`src/rtl/screen_pkg.sv`:
```
// Shared constants and state encoding for the screen scan responder.
package screen_pkg;

    typedef enum logic [1:0] {
        ST_IDLE  = 2'd0,
        ST_READ  = 2'd1,
        ST_WRITE = 2'd2,
        ST_DONE  = 2'd3
    } scan_state_t;

    localparam int SCREEN_SIZE_X_DEF = 160;
    localparam int SCREEN_SIZE_Y_DEF = 120;
    localparam int ADDR_WIDTH_DEF    = 15;

endpackage

```
`src/rtl/screen_addr_calc.sv`:
```
// Framebuffer address y*SCREEN_SIZE_X + x, registered: 1-cycle latency.
// No handshake; the address follows its inputs every cycle.
module screen_addr_calc
    import screen_pkg::*;
#(
    parameter int WIDTH         = 8,
    parameter int ADDR_WIDTH    = ADDR_WIDTH_DEF,
    parameter int SCREEN_SIZE_X = SCREEN_SIZE_X_DEF
) (
    input  logic                  clock,
    input  logic                  reset,
    input  logic [WIDTH-1:0]      x,
    input  logic [WIDTH-1:0]      y,
    output logic [ADDR_WIDTH-1:0] addr
);

    localparam logic [ADDR_WIDTH-1:0] ROW_STRIDE = ADDR_WIDTH'(SCREEN_SIZE_X);

    logic [ADDR_WIDTH-1:0] addr_d;

    // Off-screen coordinates may alias here; the caller never writes those.
    assign addr_d = ADDR_WIDTH'(y) * ROW_STRIDE + ADDR_WIDTH'(x);

    always_ff @(posedge clock or posedge reset) begin
        if (reset) begin
            addr <= '0;
        end else begin
            addr <= addr_d;
        end
    end

endmodule

```
`src/rtl/screen_scan.sv`:
```
// Raster-walks a latched rectangle doing read-modify-write per pixel: 2 cycles/pixel, done 2*N+2 after start.
// No backpressure; start is only sampled in IDLE. Build option SCREEN_SKIP_UNCHANGED_EN drops same-colour writes.
module screen_scan
    import screen_pkg::*;
#(
    parameter int WIDTH         = 8,
    parameter int COLOUR_WIDTH  = 3,
    parameter int SCREEN_SIZE_X = SCREEN_SIZE_X_DEF,
    parameter int SCREEN_SIZE_Y = SCREEN_SIZE_Y_DEF,
    parameter int ADDR_WIDTH    = ADDR_WIDTH_DEF
) (
    input  logic                    clock,
    input  logic                    reset,
    input  logic                    screen_start,
    input  logic [COLOUR_WIDTH-1:0] new_screen_colour,
    input  logic [WIDTH-1:0]        screen_x_min,
    input  logic [WIDTH-1:0]        screen_y_min,
    input  logic [WIDTH-1:0]        screen_x_range,
    input  logic [WIDTH-1:0]        screen_y_range,
    output logic [WIDTH-1:0]        screen_x,
    output logic [WIDTH-1:0]        screen_y,
    output logic [COLOUR_WIDTH-1:0] old_screen_colour,
    output logic                    screen_done,
    output logic [ADDR_WIDTH-1:0]   fb_addr,
    input  logic [COLOUR_WIDTH-1:0] fb_rdata,
    output logic [COLOUR_WIDTH-1:0] fb_wdata,
    output logic                    fb_we
);

    localparam logic [WIDTH:0] X_LIMIT = (WIDTH+1)'(SCREEN_SIZE_X);
    localparam logic [WIDTH:0] Y_LIMIT = (WIDTH+1)'(SCREEN_SIZE_Y);

    scan_state_t    state, state_nxt;

    // One extra bit so a rectangle reaching past 2^WIDTH-1 still terminates.
    logic [WIDTH:0] cur_x, cur_y;
    logic [WIDTH:0] cur_x_nxt, cur_y_nxt;
    logic [WIDTH:0] x_end, y_end;
    logic [WIDTH-1:0] x_min_q;
    logic           load;
    logic           clipped;

    always_ff @(posedge clock or posedge reset) begin
        if (reset) begin
            state <= ST_IDLE;
        end else begin
            state <= state_nxt;
        end
    end

    always_comb begin
        state_nxt = state;
        cur_x_nxt = cur_x;
        cur_y_nxt = cur_y;
        load      = 1'b0;
        case (state)
            ST_IDLE: begin
                if (screen_start) begin
                    load      = 1'b1;
                    cur_x_nxt = {1'b0, screen_x_min};
                    cur_y_nxt = {1'b0, screen_y_min};
                    state_nxt = ST_READ;
                end
            end
            ST_READ: begin
                state_nxt = ST_WRITE;
            end
            ST_WRITE: begin
                if (cur_x < x_end) begin
                    cur_x_nxt = cur_x + 1'b1;
                    state_nxt = ST_READ;
                end else if (cur_y < y_end) begin
                    cur_x_nxt = {1'b0, x_min_q};
                    cur_y_nxt = cur_y + 1'b1;
                    state_nxt = ST_READ;
                end else begin
                    state_nxt = ST_DONE;
                end
            end
            ST_DONE: begin
                state_nxt = ST_IDLE;
            end
            default: begin
                state_nxt = ST_IDLE;
            end
        endcase
    end

    always_ff @(posedge clock or posedge reset) begin
        if (reset) begin
            cur_x       <= '0;
            cur_y       <= '0;
            x_min_q     <= '0;
            x_end       <= '0;
            y_end       <= '0;
            screen_done <= 1'b0;
        end else begin
            cur_x       <= cur_x_nxt;
            cur_y       <= cur_y_nxt;
            screen_done <= (state == ST_DONE);
            if (load) begin
                x_min_q <= screen_x_min;
                x_end   <= {1'b0, screen_x_min} + {1'b0, screen_x_range};
                y_end   <= {1'b0, screen_y_min} + {1'b0, screen_y_range};
            end
        end
    end

    // Address is computed from the next coordinates so it is already valid in READ.
    screen_addr_calc #(
        .WIDTH         (WIDTH),
        .ADDR_WIDTH    (ADDR_WIDTH),
        .SCREEN_SIZE_X (SCREEN_SIZE_X)
    ) u_addr_calc (
        .clock (clock),
        .reset (reset),
        .x     (cur_x_nxt[WIDTH-1:0]),
        .y     (cur_y_nxt[WIDTH-1:0]),
        .addr  (fb_addr)
    );

    assign clipped           = (cur_x >= X_LIMIT) || (cur_y >= Y_LIMIT);
    assign screen_x          = cur_x[WIDTH-1:0];
    assign screen_y          = cur_y[WIDTH-1:0];
    assign old_screen_colour = fb_rdata;
    assign fb_wdata          = (state == ST_WRITE) ? new_screen_colour : '0;

`ifdef SCREEN_SKIP_UNCHANGED_EN
    assign fb_we = (state == ST_WRITE) && !clipped && (new_screen_colour != fb_rdata);
`else
    assign fb_we = (state == ST_WRITE) && !clipped;
`endif

endmodule

```
`config.mk`:
```
export PLATFORM = sky130hd
export DESIGN_NAME = screen_scan
export DESIGN_NICKNAME = d
export VERILOG_FILES = /design/src/rtl/screen_pkg.sv /design/src/rtl/screen_addr_calc.sv /design/src/rtl/screen_scan.sv
export SDC_FILE = /design/constraint.sdc
export NUM_CORES = 1
export LEC_CHECK = 0
export BUFFER_PORTS_ARGS = -buffer_cell sky130_fd_sc_hd__buf_2
export CAP_MARGIN = 30
export CORE_MARGIN = 5
export CORE_UTILIZATION = 55
export DETAILED_ROUTE_END_ITERATION = 16
export GPL_TIMING_DRIVEN = 0
export HOLD_SLACK_MARGIN = 0.15
export PLACE_DENSITY = 0.79
export SLEW_MARGIN = 0
export SYNTH_ARGS = -nofsm -noshare
export SYNTH_HDL_FRONTEND = slang
export SYNTH_SLANG_ARGS = --single-unit
```
`constraint.sdc`:
```
create_clock -name clock -period 6.9 [get_ports clock]
set_input_delay 1.38 -clock clock [delete_from_list [all_inputs] [get_ports clock]]
set_output_delay 1.38 -clock clock [all_outputs]
set_load 0.1 [all_outputs]
```
# After elaboration in Yosys (flattened, before gate mapping)
# Index checks and enable logic that the tools add are counted.
dict set report classes {
  add_sub_neg 5
  n_mul 1
  div_mod_pow 0
  n_lt_le_gt_ge 4
  eq_ne 7
  n_shift 0
  n_mux 15
  bitwise_logic 0
  n_reduce_logical 7
}
# op n
set ops {}
lappend ops {{9-bit 2-to-1 mux} 6}
lappend ops {{9-bit one-hot mux with 2 select lines} 2}
lappend ops {{8-bit by 8-bit adder with 9-bit output} 2}
lappend ops {{9-bit by 1-bit adder with 9-bit output (second input constant)} 2}
lappend ops {{9-bit less-than comparator} 2}
lappend ops {{15-bit by 8-bit adder with 15-bit output} 1}
lappend ops {{8-bit by 3-bit multiplier with 10-bit output (second input constant)} 1}
lappend ops {{9-bit by 7-bit >= comparator with 1-bit output (second input constant)} 1}
lappend ops {{9-bit by 8-bit >= comparator with 1-bit output (second input constant)} 1}
lappend ops {{2-bit one-hot mux with 4 select lines} 1}
lappend ops {{2-bit 2-to-1 mux} 3}
lappend ops {{2-bit != test (second input constant)} 3}
lappend ops {{2-bit equality test (second input constant)} 2}
lappend ops {{4-bit AND reduction} 1}
lappend ops {{3-bit 2-to-1 mux} 1}
lappend ops {{3-bit != test (second input constant)} 1}
lappend ops {{3-bit AND reduction} 1}
lappend ops {{2-bit by 1-bit equality test with 1-bit output (second input constant)} 1}
lappend ops {{2-bit zero test} 1}
lappend ops {{1-bit 2-to-1 mux} 2}
lappend ops {{2-bit nonzero test} 1}
lappend ops {{1-bit logical AND} 1}
lappend ops {{1-bit zero test} 1}
lappend ops {{1-bit logical OR} 1}
dict set report word_totals {
  regBits 62
  latch_bits 0
  ramBits 0
  mem_bits_ro 0
  output_inout_bits 39
  memories 0
}

# Longest topological paths before layout
dict set report logic_depth {
  word_depth 6
  mapped_depth 20
  depth_no_buf 20
}

# Modules after synthesis
# From an unflattened synthesis, not the netlist that was laid out.
dict set report hier_totals {
  hier_cells 525
  area_unflattened_um2 4598.2
}
# mod instances cells_each area_per_inst_um2
set by_module_without_submodules {}
lappend by_module_without_submodules {screen_scan 1 445 3682.3}
lappend by_module_without_submodules {screen_addr_calc 1 80 915.9}

# Worst setup path after synthesis
# OpenSTA, ideal clock, no wires.
dict set report synth_path {
  path_type {flip-flop to output port}
  start {reg state[0]}
  end {out fb_we}
  arrival_ns 3.854
  t_required_ns 5.520
  slack_ns 1.666
  path_stages_with_launch 7
  path_cell_list {dfrtp_1 inv_1 clkbuf_1 nand2_1 nor2_1 nand2_1 nor4_1}
}
dict set report synth_via {
  elab_chain_len 2
}
# item line_no
set synth_lines {}
lappend synth_lines {{from (decl)} screen_scan.sv:33} ;# scan_state_t state, state_nxt;
lappend synth_lines {{from (signal assigned)} screen_scan.sv:47} ;# state <= state_nxt;
lappend synth_lines {{2-bit equality test} screen_scan.sv:131} ;# assign fb_we = (state == ST_WRITE) && !clipped;
lappend synth_lines {{1-bit logical AND} screen_scan.sv:131}
lappend synth_lines {{to (decl)} screen_scan.sv:27} ;# output logic fb_we
# Every way passes these cells.

# Worst setup path after layout
dict set report layout_path {
  start {reg cur_y[2]}
  end {reg u_addr_calc.addr[14]}
}
dict set report layout_via {
  elab_chain_len 6
}
# item line_no
set layout_lines {}
lappend layout_lines {{from (decl)} screen_scan.sv:36} ;# logic [WIDTH:0] cur_x, cur_y;
lappend layout_lines {{from (signal assigned)} screen_scan.sv:99} ;# cur_y <= cur_y_nxt;
lappend layout_lines {{9-bit less-than comparator} screen_scan.sv:72} ;# end else if (cur_y < y_end) begin
lappend layout_lines {{9-bit 2-to-1 mux} screen_scan.sv:72}
lappend layout_lines {{9-bit 2-to-1 mux} screen_scan.sv:69} ;# if (cur_x < x_end) begin
lappend layout_lines {{9-bit one-hot mux with 2 select lines} screen_scan.sv:56} ;# case (state)
lappend layout_lines {{via cur_y_nxt[1]} screen_scan.sv:37} ;# logic [WIDTH:0] cur_x_nxt, cur_y_nxt;
lappend layout_lines {{8-bit by 3-bit multiplier with 10-bit output} screen_addr_calc.sv:22} ;# assign addr_d = ADDR_WIDTH'(y) * ROW_STRIDE + ADDR_WIDTH'(x);
lappend layout_lines {{15-bit by 8-bit adder with 15-bit output} screen_addr_calc.sv:22}
lappend layout_lines {{via u_addr_calc.addr_d[14]} screen_addr_calc.sv:19} ;# logic [ADDR_WIDTH-1:0] addr_d;
lappend layout_lines {{to (signal assigned)} screen_addr_calc.sv:28} ;# addr <= addr_d;
lappend layout_lines {{to (decl)} screen_addr_calc.sv:14} ;# output logic [ADDR_WIDTH-1:0] addr
# The timed path passes the listed nets, and every way through them passes these cells. The select of a mux whose other input is x is not followed.
# A chain may end at the register's enable or synchronous reset.

==> results.ini <==
[floorplan]
initial_core_util=0.565
core_area_um2=7730
die_w_um=99.1
dieArea_um2=9820
io_pins=80
die-height_um=99.1
std_cell_rows=32

[grt]
grt_start_max_net_pins=32
track_usage=0.245
grt_pass1_vias=4035
grt_pass1_wl_um=19200
grt.overflow.total=0
antenna_found_initial=0

[setup_path]
path_class=flop to flop
end_kind=flop
cp.required_ns=7.16
cp-start-kind=flop
cp.arrival_ns=5.21
cp_max_fo=7

[synth]
synth_edf_count=0
synth_top_cell_by_area=dfrtp_1
synthDistinctLibCells=58
synth_area_leaders=dfrtp_1 33%, ha_1 15%, nand2_1 5.3%
yosysSeqAreaShare=0.327
syn-num-nets=594
synth-seq-cells=57
synth_top_area_share=0.327
yosysWarnings=0
syn_area_per_cell_um2=8.77
yosysMostFrequentCell=nand2_1
synth_area_um2=4370
synthArstFlopShare=1.00
synth_common_cells=62 x nand2_1, 57 x dfrtp_1, 51 x ha_1
synth-main-ff-cell=dfrtp_1
synthCells=498

[power]
p_leak_nw=2.57
ir_worst_vdd_uv=105
power_uw=794
power_density_nw_per_um2=155

[route]
firstDrtPassIters=6
drt-initial-drc-count=238
vias=4017
ant_nets=0
viasPerCell=5.80
wl_um=11800
wl_per_cell_um=17.0
drc_errors=0

[sta]
final-hold-violation-count=0
period_needed_ns=4.95
layout_worst_path_cycle_share=0.717
tns_ns=0
max_slew_margin=0.517
max_freq_ghz=0.202
rsz0062_at_grt=no
skew_ns=0.00857
setup_viol=0
drv_slew=0
tightest_slew_ns=0.722

[flow_run]
drv_cap=0

[final_layout]
area_delta_synth_final_pct=17.1
num-nets-final=681
diodes=0
fillCellCount=668
layout-drive-gt1-share=0.210

[placed_design]
place.gp.congestion=0.930
portBuffers=75
dp_hpwl_um=8890

[clock_network]
clk_pin_slew_worst_paths_ns=0.07
post_cts_resized=0
insertion_delay_ns=0.35
cts_buffers=9
cts_tree=yes
holdBufCountCts=0
htreeDepth=3
clockBufferDepth=2
cts_setup_buffers=0
cts_num_sinks=57
cts_root_buffer=clkbuf_8

[status]
status=completed

[min_path]
hold_class=flop to flop

-- kinds of logic (layout without fill, tap and decap cells) --
family                     after synthesis  in the layout  share of synthesized area
xor gates and xnor gates                22             22                     0.0441
AOI/OAI and AO/OA                      141            141                      0.218
muxes                                    3              3                    0.00717
and+or+nand+nor                        141            141                      0.151
buffers and inverters                   79            171                     0.0888
adders and majority gates               55             55                      0.165
DFF                                     57             57                      0.327
-- where the power goes --
part,switching [mW],internal [mW]
registers,0.0000000160,0.334
logic,0.0575,0.0378
clock network,0.141,0.224
-- area by class of cell --
cell class | instances | area, µm² | area share
flip-flops and latches | 57 | 1430 | 0.279
repair buffers | 76 | 395 | 0.0774
plain buffers | 39 | 238 | 0.0465
clock inverters | 2 | 60.1 | 0.0118
multi-input cells | 362 | 2550 | 0.499
well taps | 102 | 128 | 0.0250
clock buffers | 14 | 163 | 0.0318
inverters | 40 | 150 | 0.0294
-- worst max-delay path, cell delays in order (launching register included) --
cell and delay, ns:
dfrtp_1 0.48, ha_1 0.36, a211oi_1 0.25, nor3_1 0.11, a211oi_4 0.39, o21ai_1 0.24
nor2_1 0.24, a22oi_1 0.10, o21ai_0 0.57, ha_1 0.35, ha_1 0.22, inv_1 0.07
fa_1 0.45, nor3b_1 0.32, and3b_1 0.26, nand3_1 0.11, xnor2_1 0.20, xnor2_1 0.15
-- stage by stage --
| stage | area, µm² | utilization | cells | setup slack (ns) | hold WS (ns) |
|---|---|---|---|---|---|
| final | 5110 | 0.661 | 692 | 1.95 | 0.479 |
| after CTS | 5110 | 0.661 | 692 | 1.94 | 0.482 |
| after global placement | 4870 | 0.630 | 675 | 1.83 | 0.455 |
| after floorplan | 4370 | - | 498 | 1.67 | 0.438 |
| after global routing | 5110 | 0.661 | 692 | 1.58 | 0.499 |
| after detailed placement | 4890 | 0.633 | 676 | 1.77 | 0.464 |
-- worst paths after layout --
check	start	to	slack, ns	cells past startpoint
max in group asynchronous	reset	cur_y[7]	5.21	3
setup / recovery	cur_y[2]	u_addr_calc.addr[14]	1.95	17
setup reg to reg	cur_y[2]	u_addr_calc.addr[14]	1.95	17
hold / removal	x_end[4]	x_end[4]	0.48	2
hold reg to reg	x_end[4]	x_end[4]	0.48	2
min in group asynchronous	reset	cur_x[6]	1.10	2
-- per-layer routing --
metal / GRT usage / up-vias / wire [µm]
met5: 0 / - / 0
met4: 0.104 / 0 / 357
met3: 0.0379 / 33 / 842
met2: 0.415 / 165 / 5660
met1: 0.310 / 1901 / 4900
li1: - / 1918 / -
-- registers in the layout, indices dropped and copies added, names as in the netlist, named ones only --
register,cells
screen_done,1
cur_x,4
x_end,9
state,2
x_min_q,8
cur_y,9
y_end,9
u_addr_calc.addr,10
-- layout by cell type, fill, tap and decap left out, types with 5 or more instances in the layout --
cell / n
a22oi_1: 6
buf_2: 76
nor3b_1: 6
xnor2_1: 14
and3_1: 5
o22ai_1: 13
a21o_1: 10
dfrtp_1: 57
inv_1: 38
ha_1: 51
clkbuf_1: 16
o21ai_0: 31
nand2_1: 62
nor2b_1: 6
nor2_1: 28
a21oi_1: 32
clkbuf_8: 11
xor2_1: 8
o22a_1: 6
nand3_1: 11
nor3_1: 7
buf_4: 24
Note: power is estimated with default switching activity, not from simulation.
